--- src/rtl/life_gen_controller_if.sv ---
// ---------------------------------------------------------------------------
// life_gen_controller_if
// Groups the control, seed and datapath signals around the Game of Life
// generation sequencer.
//   master : drives seed/load/run/step and the datapath result grid_evolve,
//            observes grid and status.
//   slave  : the sequencer itself.
// Grid bit 8*r+c is row r, column c.
// ---------------------------------------------------------------------------
interface life_gen_controller_if #(
    parameter int unsigned GEN_W = 16
);
    logic [63:0]      seed;
    logic             load;
    logic             run;
    logic             step;
    logic [63:0]      grid_evolve;
    logic [63:0]      grid;
    logic [GEN_W-1:0] gen_count;
    logic             gen_valid;
    logic             running;
    logic             stable;
    logic             extinct;

    modport master (
        output seed, load, run, step, grid_evolve,
        input  grid, gen_count, gen_valid, running, stable, extinct
    );

    modport slave (
        input  seed, load, run, step, grid_evolve,
        output grid, gen_count, gen_valid, running, stable, extinct
    );
endinterface

--- src/rtl/life_gen_controller.sv ---
// ---------------------------------------------------------------------------
// life_gen_controller
// Generation sequencer for an 8x8 Game of Life engine. Holds the grid
// register feeding the external combinational evolution datapath and commits
// its result on a single step (IDLE) or every TICK_DIV cycles (RUN). Halts on
// still-life (stable) or an all-zero grid (extinct); only load or reset
// leave HALT.
// Ports:
//   clk    : system clock, rising edge
//   reset  : asynchronous, active-high reset
//   bus    : slave side of life_gen_controller_if
//            in : seed, load, run, step, grid_evolve
//            out: grid, gen_count, gen_valid, running, stable, extinct
// ---------------------------------------------------------------------------
module life_gen_controller #(
    parameter int unsigned TICK_DIV = 4,
    parameter int unsigned GEN_W    = 16
) (
    input  logic                  clk,
    input  logic                  reset,
    life_gen_controller_if.slave  bus
);

    typedef enum logic [1:0] {
        S_IDLE = 2'd0,
        S_RUN  = 2'd1,
        S_HALT = 2'd2
    } state_t;

    localparam logic [23:0] TICK_LAST = 24'(TICK_DIV - 1);

    state_t           r_state;
    logic [23:0]      r_tick_cnt;
    logic [63:0]      r_grid;
    logic [GEN_W-1:0] r_gen_count;
    logic             r_gen_valid;
    logic             r_running;
    logic             r_stable;
    logic             r_extinct;

    logic             w_commit;
    logic             w_same;
    logic             w_cnt_max;

    // NOTE: every signal written in always_comb gets a default first, so no
    // path through the block can leave it unassigned and infer a latch.
    always_comb begin
        w_commit  = 1'b0;
        w_same    = (bus.grid_evolve == r_grid);
        w_cnt_max = &r_gen_count;
        if (r_state == S_IDLE)
            w_commit = bus.step;
        else if (r_state == S_RUN)
            // Dropping run on a due tick cancels that commit.
            w_commit = bus.run && (r_tick_cnt == TICK_LAST);
    end

    // NOTE: sequential state uses non-blocking assignments so every register
    // samples pre-edge values regardless of statement order.
    always_ff @(posedge clk or posedge reset) begin
        if (reset) begin
            r_state     <= S_IDLE;
            r_tick_cnt  <= '0;
            r_grid      <= '0;
            r_gen_count <= '0;
            r_gen_valid <= 1'b0;
            r_running   <= 1'b0;
            r_stable    <= 1'b0;
            r_extinct   <= 1'b0;
        end else if (bus.load) begin
            r_state     <= S_IDLE;
            r_tick_cnt  <= '0;
            r_grid      <= bus.seed;
            r_gen_count <= '0;
            r_gen_valid <= 1'b0;
            r_running   <= 1'b0;
            r_stable    <= 1'b0;
            r_extinct   <= 1'b0;
        end else begin
            r_gen_valid <= 1'b0;

            // run/step transitions; a halting commit below overrides them.
            case (r_state)
                S_IDLE: begin
                    if (bus.run) begin
                        r_state    <= S_RUN;
                        r_running  <= 1'b1;
                        r_tick_cnt <= '0;
                    end
                end
                S_RUN: begin
                    if (!bus.run) begin
                        r_state    <= S_IDLE;
                        r_running  <= 1'b0;
                        r_tick_cnt <= '0;
                    end else if (r_tick_cnt == TICK_LAST) begin
                        r_tick_cnt <= '0;
                    end else begin
                        r_tick_cnt <= r_tick_cnt + 24'd1;
                    end
                end
                default: ;  // HALT: everything frozen
            endcase

            // NOTE: when two non-blocking assignments hit the same register in
            // one block, the later one wins; the halt here overrides the
            // IDLE->RUN move made above.
            if (w_commit) begin
                if (w_same) begin
                    // Nothing changes: still-life, or an already empty grid.
                    r_stable  <= (r_grid != 64'd0);
                    r_extinct <= (r_grid == 64'd0);
                    r_state   <= S_HALT;
                    r_running <= 1'b0;
                end else begin
                    r_grid      <= bus.grid_evolve;
                    r_gen_valid <= 1'b1;
                    if (!w_cnt_max)
                        r_gen_count <= r_gen_count + GEN_W'(1);
                    if (bus.grid_evolve == 64'd0) begin
                        r_extinct <= 1'b1;
                        r_state   <= S_HALT;
                        r_running <= 1'b0;
                    end
                end
            end
        end
    end

    assign bus.grid      = r_grid;
    assign bus.gen_count = r_gen_count;
    assign bus.gen_valid = r_gen_valid;
    assign bus.running   = r_running;
    assign bus.stable    = r_stable;
    assign bus.extinct   = r_extinct;

endmodule

--- src/flat_wrapper.sv ---
// flat-port wrapper written by rule: the top's interface ports become plain ports
module life_gen_controller_flat 
#(
    parameter int unsigned TICK_DIV = 4,
    parameter int unsigned GEN_W    = 16
)
  (clk, reset, bus_seed, bus_load, bus_run, bus_step, bus_grid_evolve, bus_grid, bus_gen_count, bus_gen_valid, bus_running, bus_stable, bus_extinct);
  life_gen_controller_if #(.GEN_W(GEN_W)) bus_i ();
  input  logic clk;
  input  logic reset;
  input wire logic [$bits(bus_i.seed)-1:0] bus_seed;
  input wire logic [$bits(bus_i.load)-1:0] bus_load;
  input wire logic [$bits(bus_i.run)-1:0] bus_run;
  input wire logic [$bits(bus_i.step)-1:0] bus_step;
  input wire logic [$bits(bus_i.grid_evolve)-1:0] bus_grid_evolve;
  output wire logic [$bits(bus_i.grid)-1:0] bus_grid;
  output wire logic [$bits(bus_i.gen_count)-1:0] bus_gen_count;
  output wire logic [$bits(bus_i.gen_valid)-1:0] bus_gen_valid;
  output wire logic [$bits(bus_i.running)-1:0] bus_running;
  output wire logic [$bits(bus_i.stable)-1:0] bus_stable;
  output wire logic [$bits(bus_i.extinct)-1:0] bus_extinct;
  assign bus_i.seed = bus_seed;
  assign bus_i.load = bus_load;
  assign bus_i.run = bus_run;
  assign bus_i.step = bus_step;
  assign bus_i.grid_evolve = bus_grid_evolve;
  assign bus_grid = bus_i.grid;
  assign bus_gen_count = bus_i.gen_count;
  assign bus_gen_valid = bus_i.gen_valid;
  assign bus_running = bus_i.running;
  assign bus_stable = bus_i.stable;
  assign bus_extinct = bus_i.extinct;
  life_gen_controller #(.TICK_DIV(TICK_DIV), .GEN_W(GEN_W)) u_core (.clk(clk), .reset(reset), .bus(bus_i));
endmodule
--- config.mk ---
export PLATFORM = sky130hd
export DESIGN_NAME = life_gen_controller_flat
export DESIGN_NICKNAME = d
export VERILOG_FILES = /design/src/rtl/life_gen_controller_if.sv /design/src/rtl/life_gen_controller.sv /design/src/flat_wrapper.sv
export SDC_FILE = /design/constraint.sdc
export NUM_CORES = 1
export LEC_CHECK = 0
export BUFFER_PORTS_ARGS = -buffer_cell sky130_fd_sc_hd__buf_4
export CORE_MARGIN = 1
export CORE_UTILIZATION = 31
export DETAILED_ROUTE_END_ITERATION = 10
export GPL_TIMING_DRIVEN = 0
export SYNTH_ARGS = -nofsm -noshare
export SYNTH_HDL_FRONTEND = slang
export SYNTH_SLANG_ARGS = --single-unit
--- constraint.sdc ---
create_clock -name clk -period 5.8 [get_ports clk]
set_input_delay 0.29 -clock clk [delete_from_list [all_inputs] [get_ports clk]]
set_output_delay 0.29 -clock clk [all_outputs]
set_load 0.1 [all_outputs]
* After elaboration in Yosys (flattened, before gate mapping) *
Index checks and enable logic that the tools add are counted.

cells by class
  $add $sub $neg = 2
  eq/ne operators = 6
  multiplexer cells = 38
  reduce and logical (&&, ||, !) cells = 15

operators with widths
  operator                 count
  $mux W64                 3
  $logic_not A64 Y1        2
  $mux W24                 4
  $eq A64 B64 Y1           1
  $mux W16                 4
  $reduce_bool A64 Y1      1
  $pmux W24 S2             1
  $add A24 B1 Y24 const B  1
  $eq A24 B2 Y1 const B    1
  $mux W1                  18
  $add A16 B1 Y16 const B  1
  $reduce_and A16 Y1       1
  $mux W2                  6
  $reduce_and A2 Y1        4
  $reduce_bool A3 Y1       2
  $ne A2 B2 Y1 const B     2
  $pmux W2 S2              1
  $reduce_bool A2 Y1       2
  $ne A3 B3 Y1 const B     1
  $reduce_and A3 Y1        1
  $eq A2 B1 Y1 const B     1
  $logic_not A2 Y1         1
  $pmux W1 S2              1
  $logic_and A1 B1 Y1      1

word-level totals
  register bits = 110
  output and inout port bits = 84
  word-level logic and storage cells = 69

* Depth between registers and ports, before layout *
Gate-level depths: netlist of run 1.

  depth after elaboration = 6
  depth in mapped cells = 8
  gate-level depth less buffers = 7

* Least setup slack after synthesis of run 1 *
Ideal clock, no wire load.

  kind = reg-to-reg
  start point = reg u_core.r_grid[53], in the netlist u_core.bus.grid[53]
  end point = reg u_core.r_grid[11], in the netlist u_core.bus.grid[11]
  setup time = 0.080 ns
  data arrival time = 2.464 ns
  required time = 5.720 ns
  setup slack = 3.256 ns
  stages on the path, launching flop included = 9
  clock period less this slack = 2.544 ns
  path through = dfrtp_1 -> xnor2_1 -> nand4_1 -> nor4_1 -> and4_1 -> buf_2 -> clkbuf_1 -> o21ai_0 -> a2bb2oi_1

between the ends
  word-level cells in the longest chain between the ends = 3

RTL lines
  item                         RTL line                    text
  start: declaration           life_gen_controller.sv:34   logic [63:0] r_grid;
  start signal: assignment     life_gen_controller.sv:73   r_grid <= bus.seed;
  start signal: assignment     life_gen_controller.sv:116  r_grid <= bus.grid_evolve;
  $eq A64 B64 Y1               life_gen_controller.sv:49   w_same = (bus.grid_evolve == r_grid);
  $ne A2 B2 Y1 (no line)       --
  $reduce_and A2 Y1 (no line)  --

No other way between the ends.
A chain may end at the register's enable or synchronous reset.

* Final worst setup path of run 1 *
  start point = reg u_core.r_tick_cnt[0]
  end point = reg u_core.r_grid[23], in the netlist u_core.bus.grid[23]

between the ends
  word-level cells in the longest chain between the ends = 6

RTL lines
  item                          RTL line                   text
  start: declaration            life_gen_controller.sv:33  logic [23:0] r_tick_cnt;
  start signal: assignment      life_gen_controller.sv:99  r_tick_cnt <= r_tick_cnt + 24'd1;
  $eq A24 B2 Y1                 life_gen_controller.sv:55  w_commit = bus.run && (r_tick_cnt == TICK_LAST);
  $logic_and A1 B1 Y1           life_gen_controller.sv:55
  $mux W1                       life_gen_controller.sv:53  else if (r_state == S_RUN)
  $mux W1                       life_gen_controller.sv:51  if (r_state == S_IDLE)
  $reduce_bool A2 Y1 (no line)  --
  $reduce_and A2 Y1 (no line)   --

No other way between the ends.

==> summary.txt, run 1 <==
Outcome
  • Status: finished, final reports clean

CTS
  • Longest Clk Path Bufs: 2
  • Gates resized, CTS repair: 0
  • Root Driver: clkbuf_16
  • CTS Buf Count: 9
  • TritonCTS clock tree: built
  • Worst-path clk slew: 80 ps
  • CTS Sinks: 110
  • Number of H-tree levels: 3
  • Clk_lat worst skew: between 300 and 400 ps

Power
  • Sw power: 944 uW
  • Comb power frac: 0.326
  • Switching Fraction: 0.388
  • Sequential share of power: 0.365
  • Worst VDD drop: around 0.13 mV
  • Clk pwr share: 0.309
  • PnR Total Power: around 2.4 mW
  • Pleak: 3.55 nW
  • Power density over the cells: ~270 nW/um2
  • Internal power: 1.49 mW

GRT
  • Largest net degree at the start of global routing: 80
  • Total congestion overflow: 0
  • First-pass GRT wire length: 41800 um
  • GRT Overall Usage: 0.253
  • Vias in the first global route: between 6000 and 7000
  • Initial antenna violation count: 1

Route
  • Avg WL per Cell: 22.5 um
  • DRC Markers: 0
  • Via count: between 7000 and 8000
  • Drt first pass iters: 5
  • Wirelength, routed: 27200 um
  • Antenna viol nets, final: 0
  • Iteration-0 DRC Markers: 604
  • Drt via density: 5.83

Setup path
  • Critical-path cell list: ha_1 > nor4b_2 > nand4_1 > o31ai_2 > buf_2 > buf_2 > a31oi_1 > a2bb2oi_1
  • CP max stage delay: 620 ps
  • Crit-path slowest cell: o31ai_2
  • Critical Path RT: 6090 ps
  • CP Capture Type: flip-flop
  • CP Launch Type: flip-flop
  • CP delay by family, top: compound AO/OA/AOI/OAI gates
  • CP max FO: 10
  • Worst Setup Path Type: flip-flop to flip-flop
  • Crit path buffers/inverters: 2
  • CP dominant cell by count: buf_2
  • Crit path DAT: approximately 3200 ps

Timing
  • Period utilisation layout: 0.498
  • # setup viols final: 0
  • Worst relative slew slack: 0.512
  • Max-slew violation count: 0
  • Max Freq: about 0.35 GHz
  • Setup ws final: approximately 2900 ps
  • Hold Fails Final Rpt: 0
  • RSZ-0062 raised after global routing: false
  • Slew @ Worst Pin: 725 ps
  • Tmin final: 2890 ps
  • Final Skew: 7.98 ps
  • Setup TNS: 0 ps

Layout
  • Nets: 1070
  • Final Cell Area: 8860 um2
  • Commonest non-fill, non-tap cell in the layout: buf_4
  • Syn-to-layout area delta: 36.3%
  • Post-Route Utilization: 0.435
  • Most frequent cells in the layout: buf_4 (218), dfrtp_1 (110), o21ai_0 (80)
  • Layout cells sized above 1: 0.267

Floorplanning
  • Core area: 20400 um2
  • IO Count: 217
  • Row cnt: 52
  • Chip height: 147 um
  • Die area: 21600 um2
  • Initial Util: 0.319
  • Die Wd: 147 um

Yosys
  • YS warnings: 0
  • Register bit total from synthesis: 110
  • Syn Area/Cell: slightly above 9 um2
  • Fraction of registers with async set/reset: 1.00
  • Synth Instances: 706
  • EDFF count, synth: 0
  • Synth cell types: 45
  • Ys flop type: dfrtp_1
  • Syn Std Cell Area: 6500 um2
  • Register area share after synthesis: 0.423
  • Net count after synthesis: 841

Place
  • Area after DPL: 8490 um2
  • Port Buffers: 216
  • Post-Place Setup Slack: 2980 ps
  • GPL Wtd Cong: 0.955
  • Hpwl dp: 21100 um

Flow run
  • Maxcap violations: 0

Hold path
  • Hold/Removal Path Class: input pin to flip-flop
metal layers:
metal,global-route usage,share of wire,up-vias
met5,0,0,-
met4,0.0708,0.022,0
li1,-,-,3188
met1,0.357,0.44,3481
met2,0.393,0.46,354
met3,0.0484,0.082,35
path summary, 6_finish.rpt:
path / from / slack (ps) / end / depth (start not counted)
max: u_core.r_tick_cnt[0]$_DFFE_PP0P_ / 2910 / u_core.bus.grid[23]$_DFFE_PP0P_ / 8
min: bus_seed[14] / 160 / u_core.bus.grid[14]$_DFFE_PP0P_ / 2
max reg2reg: u_core.r_tick_cnt[0]$_DFFE_PP0P_ / 2910 / u_core.bus.grid[23]$_DFFE_PP0P_ / 8
min reg2reg: u_core.r_tick_cnt[22]$_DFFE_PP0P_ / 540 / u_core.r_tick_cnt[22]$_DFFE_PP0P_ / 1
max in group asynchronous: reset / 4620 / u_core.bus.grid[34]$_DFFE_PP0P_ / 4
min in group asynchronous: reset / 440 / u_core.bus.grid[21]$_DFFE_PP0P_ / 3
sequential cells by signal (all words and copies together), names as in the netlist:
signal	count
u_core.r_state	2
u_core.bus.grid	64
u_core.bus.stable	1
u_core.bus.gen_count	16
u_core.bus.running	1
u_core.bus.gen_valid	1
u_core.r_tick_cnt	24
u_core.bus.extinct	1
cell type report:
class | count | area [um2]
clock buffers | 11 | 253
clock inverters | 5 | 104
fillers | 2059 | 11500
multi-input cells | 533 | 3490
well taps | 270 | 338
diodes | 1 | 2.50
plain buffers | 52 | 214
flip-flops and latches | 110 | 2750
repair buffers | 218 | 1660
inverters | 11 | 46.3
stage by stage:
step | hold slack (ps) | std cells
2_1_floorplan | 449 | 706
3_3_place_gp | 517 | 1192
3_5_place_dp | 293 | 1193
4_1_cts | 159 | 1210
5_1_grt | 161 | 1211
6_report | 165 | 1211
cell usage after synthesis, drive strengths merged, types with 5 or more instances:
cell	count	area, um2
a21oi	9	45.0
a2bb2oi	64	561
a31oi	73	457
buf	9	50.0
clkbuf	43	164
dfrtp	110	2750
inv	11	41.3
nand2	30	113
nand3	17	85.1
nand4	38	238
nor2	33	124
nor3	14	75.1
nor4	41	257
o21ai	81	405
or3	5	31.3
xnor2	73	639
power by group through the flow:
| stage | Clock (mW) | Combinational, mW | Sequential (mW) |
|---|---|---|---|
| CTS | 0.761 | 0.789 | 0.886 |
| finish | 0.752 | 0.794 | 0.888 |
| global route | 0.792 | 0.822 | 0.894 |
| floorplan | 0 | 0.192 | 1.22 |
| detailed placement | 0 | 0.787 | 0.901 |
| global placement | 0 | 0.781 | 0.902 |
cells by family (layout without fill, tap and decap cells):
kind of cell / after synthesis / count (layout) / synth area share
buffers and inverters: 63 / 297 / 0.0393
other: 0 / 1 / 0
AO/OA/AOI/OAI: 253 / 253 / 0.259
adder cells (fa/ha/maj): 2 / 2 / 0.00385
multiplexers: 3 / 3 / 0.00462
AND/OR/NAND/NOR: 198 / 198 / 0.166
flip-flops: 110 / 110 / 0.423
XOR/XNOR: 77 / 77 / 0.104
timing repair:
item | CTS | global route
hold buffers | 1 | 0
setup buffers | 0 | 0
hold endpoints to repair | 31 | 0
Note: power is estimated with default switching activity, not from simulation.
==> run 2: changes to the inputs <==
Clock period 5.8 ns to 2.8 ns, I/O delays scaled along.
==> run 2 against run 1 <==
Against the previous run: first-iteration DRC count is 6.8% lower; register-to-register slack got worse by 2900 ps; maximum frequency rose by 5.4%; die area did not move.
==> summary.txt, run 2 (synthesis results as in run 1) <==
CTS
  • Worst-path clk slew: 80 ps (about the same)
  • CTS Sinks: 110 (unchanged)
  • Clk_lat worst skew: 370 ps (about the same)
  • Root Driver: clkbuf_16
  • Longest Clk Path Bufs: 2 (unchanged)
  • Number of H-tree levels: 3 (unchanged)
  • TritonCTS clock tree: built
  • CTS Buf Count: 9 (unchanged)

Hold path
  • WHS Endpoint: u_core.bus.grid[44]$_DFFE_PP0P_
  • Hold path start: bus_seed[44]
  • Worst hold path depth: 2 (unchanged)
  • Hold/Removal Path Class: input pin to flip-flop

Route
  • Drt via density: 5.80 (-0.52%)
  • DRC Markers: 0 (unchanged)
  • Wirelength, routed: 27400 um (+0.67%)
  • Avg WL per Cell: 22.6 um (+0.50%)
  • Iteration-0 DRC Markers: 563 (-6.8%)
  • Drt first pass iters: 5 (unchanged)
  • Via count: 7033 (-0.35%)
  • Antenna viol nets, final: 0 (unchanged)

Timing
  • Worst relative slew slack: 0.454 (-0.0584)
  • Final Skew: 8.17 ps (+0.194 ps)
  • Period utilisation layout: 0.979 (+0.481)
  • # setup viols final: 0 (unchanged)
  • Max-slew violation count: 0 (unchanged)
  • Max Freq: 0.365 GHz (+5.4%)
  • Hold Fails Final Rpt: 0 (unchanged)
  • Tmin final: 2740 ps (-147 ps)
  • Slew @ Worst Pin: 812 ps (+86.9 ps)
  • Setup ws final: 59.8 ps (-2850 ps)
  • Setup TNS: 0 ps (unchanged)

GRT
  • Total congestion overflow: 0 (unchanged)
  • GRT Overall Usage: 0.251 (-0.00173)
  • Vias in the first global route: 6907 (-1.1%)
  • Largest net degree at the start of global routing: 34 (-57%)
  • First-pass GRT wire length: 41200 um (-1.4%)
  • Initial antenna violation count: 0 (-1)

Flow run
  • Maxcap violations: 0 (unchanged)

Setup path
  • Critical Path RT: 3060 ps (-3030 ps)
  • Worst R2R End: u_core.bus.extinct$_DFFE_PP0P_
  • Critical-path cell list: xnor2_1 > nand4_1 > nor4_1 > and4_1 > buf_2 > buf_2 > nand3_1 > o211a_1
  • Crit path DAT: 3000 ps (-180 ps)
  • CP max stage delay: 450 ps (-170 ps)
  • R2R setup slack: 60 ps (-2850 ps)
  • Worst Setup Path Type: flip-flop to flip-flop
  • CP max FO: 10 (unchanged)
  • CP dominant cell by count: buf_2
  • Crit-path slowest cell: nor4_1
  • CP Launch Type: flip-flop
  • RR Startpoint: u_core.bus.grid[15]$_DFFE_PP0P_
  • CP Capture Type: flip-flop
  • FF-to-FF path depth: 8 (unchanged)

Floorplanning
  • Die Wd: 147 um (unchanged)
  • Row cnt: 52 (unchanged)
  • Die area: 21600 um2 (unchanged)
  • Initial Util: 0.319 (unchanged)
  • Core area: 20400 um2 (unchanged)
  • Chip height: 147 um (unchanged)
  • IO Count: 217 (unchanged)

Layout
  • Syn-to-layout area delta: 36.6%
  • Nets: 1073 (+0.28%)
  • Commonest non-fill, non-tap cell in the layout: buf_4
  • Max FFs per register: 64 (unchanged)
  • Diodes inserted: 0 (-1)
  • Layout cells sized above 1: 0.276 (+0.00869)
  • Most frequent cells in the layout: buf_4 (219), dfrtp_1 (110), o21ai_0 (80)

Place
  • Hpwl dp: 21400 um (+1.5%)
  • GPL Wtd Cong: 0.937 (-1.9%)
  • Port Buffers: 216 (unchanged)
  • Post-Place Setup Slack: -14.7 ps (-3000 ps)

Power
  • Power density over the cells: 548 nW/um2 (+100%)
  • PnR Total Power: 4.87 mW (+100%)
  • Worst VDD drop: 0.358 mV (+180%)
  • Pleak: 3.55 nW (about the same)

Outcome
  • Status: finished, final reports clean
run 2: changes by cell type in the layout (fill, tap and decap cells not counted), moves of 2 or more:
cell        previous run  this run
nor4_2                 0         2
nor4_1                41        39
clkinvlp_4             0         2
buf_12                 0         3
clkbuf_1              41        38
clkbuf_2               2         5
bufinv_16              3         1
run 2: cell type report:
| class | instances | area, um2 |
|---|---|---|
| Fill cell | 2056 | 11500 |
| Buffer | 52 | 218 |
| Inverter | 11 | 45.0 |
| Multi-Input combinational cell | 533 | 3520 |
| Sequential cell | 110 | 2750 |
| Clock inverter | 5 | 56.3 |
| Timing Repair Buffer | 221 | 1700 |
| Tap cell | 270 | 338 |
| Clock buffer | 11 | 253 |
run 2: critical path: cells and delay by family, from the launching register on:
kind                   cells  cell delay (ps)
AO/OA/AOI/OAI              1              170
XOR/XNOR                   1              370
buffers and inverters      2              590
flip-flops                 1              430
AND/OR/NAND/NOR            4             1070
run 2: worst max-delay path by stage:
stage | start | endpoint | slack (ps) | cells after the start
after floorplan | u_core.bus.grid[53]$_DFFE_PP0P_ | u_core.bus.grid[11]$_DFFE_PP0P_ | 260 | 8
after global placement | u_core.r_tick_cnt[0]$_DFFE_PP0P_ | u_core.bus.grid[19]$_DFFE_PP0P_ | 20 | 8
after detailed placement | u_core.r_tick_cnt[0]$_DFFE_PP0P_ | u_core.bus.grid[19]$_DFFE_PP0P_ | -10 | 8
after CTS | u_core.r_tick_cnt[0]$_DFFE_PP0P_ | u_core.bus.gen_count[14]$_DFFE_PP0P_ | 20 | 7
after global routing | u_core.r_tick_cnt[0]$_DFFE_PP0P_ | u_core.bus.gen_count[0]$_DFFE_PP0P_ | -20 | 9
final | u_core.bus.grid[15]$_DFFE_PP0P_ | u_core.bus.extinct$_DFFE_PP0P_ | 60 | 8
run 2: timing repair:
action	4_1_cts	5_1_grt
hold endpoints to repair	31	0
setup buffers	0	1
endpoints found under the setup margin	10	53
pin swaps	0	2
hold buffers	1	0
resized for setup	1	9
run 2: power by group:
part	internal [mW]	switching [mW]	total, mW
Sequential	1.68	0.155	1.84
Combinational	0.480	1.17	1.65
Clock	0.744	0.634	1.38
Total	2.91	1.96	4.87
run 2: per-stage QoR:
stage	hold WS (ps)	cell area [um2]	utilization	cells
after floorplan	299	6500	-	706
final	21.8	8880	0.436	1213
after detailed placement	329	8520	0.419	1195
after CTS	16.9	8850	0.435	1212
after global routing	19.9	8880	0.436	1213
after global placement	393	8460	0.416	1192
run 2: metal layers:
| layer | track usage | vias up | wire (um) |
|---|---|---|---|
| met5 | 0 | - | 0 |
| met2 | 0.399 | 339 | 12800 |
| li1 | - | 3199 | - |
| met1 | 0.332 | 3461 | 11500 |
| met3 | 0.0727 | 34 | 2550 |
| met4 | 0.0703 | 0 | 561 |
==> run 3: changes to the inputs <==
Settings changed: CELL_PAD_IN_SITES_DETAIL_PLACEMENT from default to 0, CELL_PAD_IN_SITES_GLOBAL_PLACEMENT from default to 1, PLACE_DENSITY_LB_ADDON from default to 0.1.
==> run 3 against run 2 <==
Against the previous run: clock skew is 4.5 ps higher; critical path type unchanged; first-iteration DRC count is 17% lower; register-to-register slack better by 150 ps; cell count stayed put; count of clock-buffer cells in the layout is 2 lower; design area is 0.32% higher; sequential power hardly changed; largest power group unchanged; core utilization is 0.14 points higher.
==> summary.txt, run 3 (synthesis results as in run 1) <==
Outcome
  • Status: finished, final reports clean

Timing
  • # setup viols final: 0 (unchanged)
  • Final Skew: 12.6 ps (+4.47 ps)
  • Hold WS: 21.6 ps (-0.209 ps)
  • Max-slew violation count: 0 (unchanged)
  • Slew @ Worst Pin: 736 ps (-75.6 ps)
  • Tmin final: 2590 ps (-145 ps)
  • Period utilisation layout: 0.927 (-0.0519)
  • RSZ-0062 raised after global routing: false
  • Max Freq: 0.385 GHz (+5.6%)
  • Hold Fails Final Rpt: 0 (unchanged)
  • Worst relative slew slack: 0.505 (+0.0508)

GRT
  • GRT Overall Usage: 0.258 (+0.00653)
  • Largest net degree at the start of global routing: 37 (+8.8%)
  • Vias in the first global route: 6739 (-2.4%)
  • First-pass GRT wire length: 41800 um (+1.4%)
  • Initial antenna violation count: 0 (unchanged)
  • Total congestion overflow: 0 (unchanged)

Layout
  • Post-route insts no fill: 1213 (unchanged)
  • Syn-to-layout area delta: 37.0%
  • Nets: 1073 (unchanged)
  • Diodes inserted: 0 (unchanged)
  • Layout cells sized above 1: 0.279 (+0.00318)
  • Most frequent cells in the layout: buf_4 (219), dfrtp_1 (110), o21ai_0 (79)
  • Max FFs per register: 64 (unchanged)
  • Commonest non-fill, non-tap cell in the layout: buf_4

Route
  • Iteration-0 DRC Markers: 468 (-17%)
  • Drt first pass iters: 5 (unchanged)
  • Avg WL per Cell: 22.9 um (+1.4%)
  • Wirelength, routed: 27800 um (+1.4%)
  • Drt via density: 5.75 (-0.91%)
  • Antenna viol nets, final: 0 (unchanged)
  • Via count: 6969 (-0.91%)
  • DRC Markers: 0 (unchanged)

Place
  • Hpwl dp: 21600 um (+1.1%)
  • Port Buffers: 216 (unchanged)
  • Placed cells: 1195 (unchanged)
  • GPL Wtd Cong: 0.852 (-9.1%)

Floorplanning
  • Core area: 20400 um2 (unchanged)
  • Die area: 21600 um2 (unchanged)
  • IO Count: 217 (unchanged)
  • Row cnt: 52 (unchanged)
  • Chip height: 147 um (unchanged)
  • Initial Util: 0.319 (unchanged)
  • Die Wd: 147 um (unchanged)

CTS
  • Number of H-tree levels: 3 (unchanged)
  • Root Driver: clkbuf_16
  • Longest Clk Path Bufs: 2 (unchanged)
  • CTS Buf Count: 9 (unchanged)
  • Worst-path clk slew: 80 ps (about the same)
  • TritonCTS clock tree: built
  • Clk_lat worst skew: 370 ps (about the same)
  • CTS Sinks: 110 (unchanged)

Setup path
  • Worst Setup Path Type: flip-flop to flip-flop
  • CP Capture Type: flip-flop
  • CP Launch Type: flip-flop
  • Crit path DAT: 2880 ps (-120 ps)
  • CP max FO: 10 (unchanged)
  • Critical Path RT: 3080 ps (+20 ps)

Power
  • PnR Total Power: 4.94 mW (+1.4%)
  • Power density over the cells: 555 nW/um2 (+1.1%)
  • Pleak: 3.57 nW (+0.39%)
  • Worst VDD drop: 0.266 mV (-26%)

Flow run
  • Maxcap violations: 0 (unchanged)

Hold path
  • Hold/Removal Path Class: input pin to flip-flop
[run 3: worst paths after layout]
check | from | to | slack, ps | cells after the start
worst max-delay path | u_core.r_tick_cnt[0]$_DFFE_PP0P_ | u_core.bus.grid[24]$_DFFE_PP0P_ | 210 | 9
worst min-delay path | bus_seed[42] | u_core.bus.grid[42]$_DFFE_PP0P_ | 20 | 2
worst max register to register | u_core.r_tick_cnt[0]$_DFFE_PP0P_ | u_core.bus.grid[24]$_DFFE_PP0P_ | 210 | 9
worst min register to register | u_core.r_tick_cnt[22]$_DFFE_PP0P_ | u_core.r_tick_cnt[22]$_DFFE_PP0P_ | 540 | 1
max in group asynchronous | reset | u_core.bus.grid[44]$_DFFE_PP0P_ | 1650 | 5
min in group asynchronous | reset | u_core.bus.extinct$_DFFE_PP0P_ | 360 | 3
[run 3: critical path, stage by stage, from the launching register on]
cell and delay (ps):
dfrtp_1 410, ha_1 250, nor4b_2 250, nand4_1 130, buf_4 180, o31ai_4 340
buf_2 360, buf_2 300, a31oi_1 110, a2bb2oi_1 170
[run 3: final cells by class]
class	instances	area, um2
buffer	52	219
multi-input combinational	533	3530
clock inverter	7	97.6
sequential	110	2750
inverter	11	45.0
clock buffer	9	225
timing repair buffer	221	1700
fill	2110	11500
tap	270	338
[run 3: repair_timing]
item	in CTS	in global routing
pin swaps	0	2
gates cloned	0	0
hold buffers	1	0
gates resized for setup	1	14
setup endpoints to repair	10	93
endpoints found under the hold margin	18	0
buffers inserted	0	1
[run 3: metal layers]
| layer | track usage | up-vias | routed length [um] |
|---|---|---|---|
| met5 | 0 | - | 0 |
| met2 | 0.393 | 305 | 12200 |
| met4 | 0.0750 | 0 | 547 |
| met1 | 0.371 | 3428 | 12900 |
| met3 | 0.0472 | 31 | 2130 |
| li1 | - | 3205 | - |
[run 3: power breakdown]
| group | switching (mW) | total [mW] | leakage [nW] | internal, mW |
|---|---|---|---|---|
| clock network | 0.656 | 1.45 | 0.157 | 0.791 |
| registers | 0.156 | 1.84 | 1.37 | 1.68 |
| logic | 1.17 | 1.65 | 2.04 | 0.481 |
| total | 1.98 | 4.94 | 3.57 | 2.96 |
[run 3: per-stage QoR]
stage          worst slack (ps)  cell area [um2]  utilization  TNS, ps
4_1_cts                    36.6             8860        0.435        0
2_1_floorplan               256             6500            -        0
3_3_place_gp              -7.12             8460        0.416    -7.12
6_report                    205             8910        0.437        0
3_5_place_dp              -43.5             8520        0.419     -189
5_1_grt                    1.07             8910        0.437        0
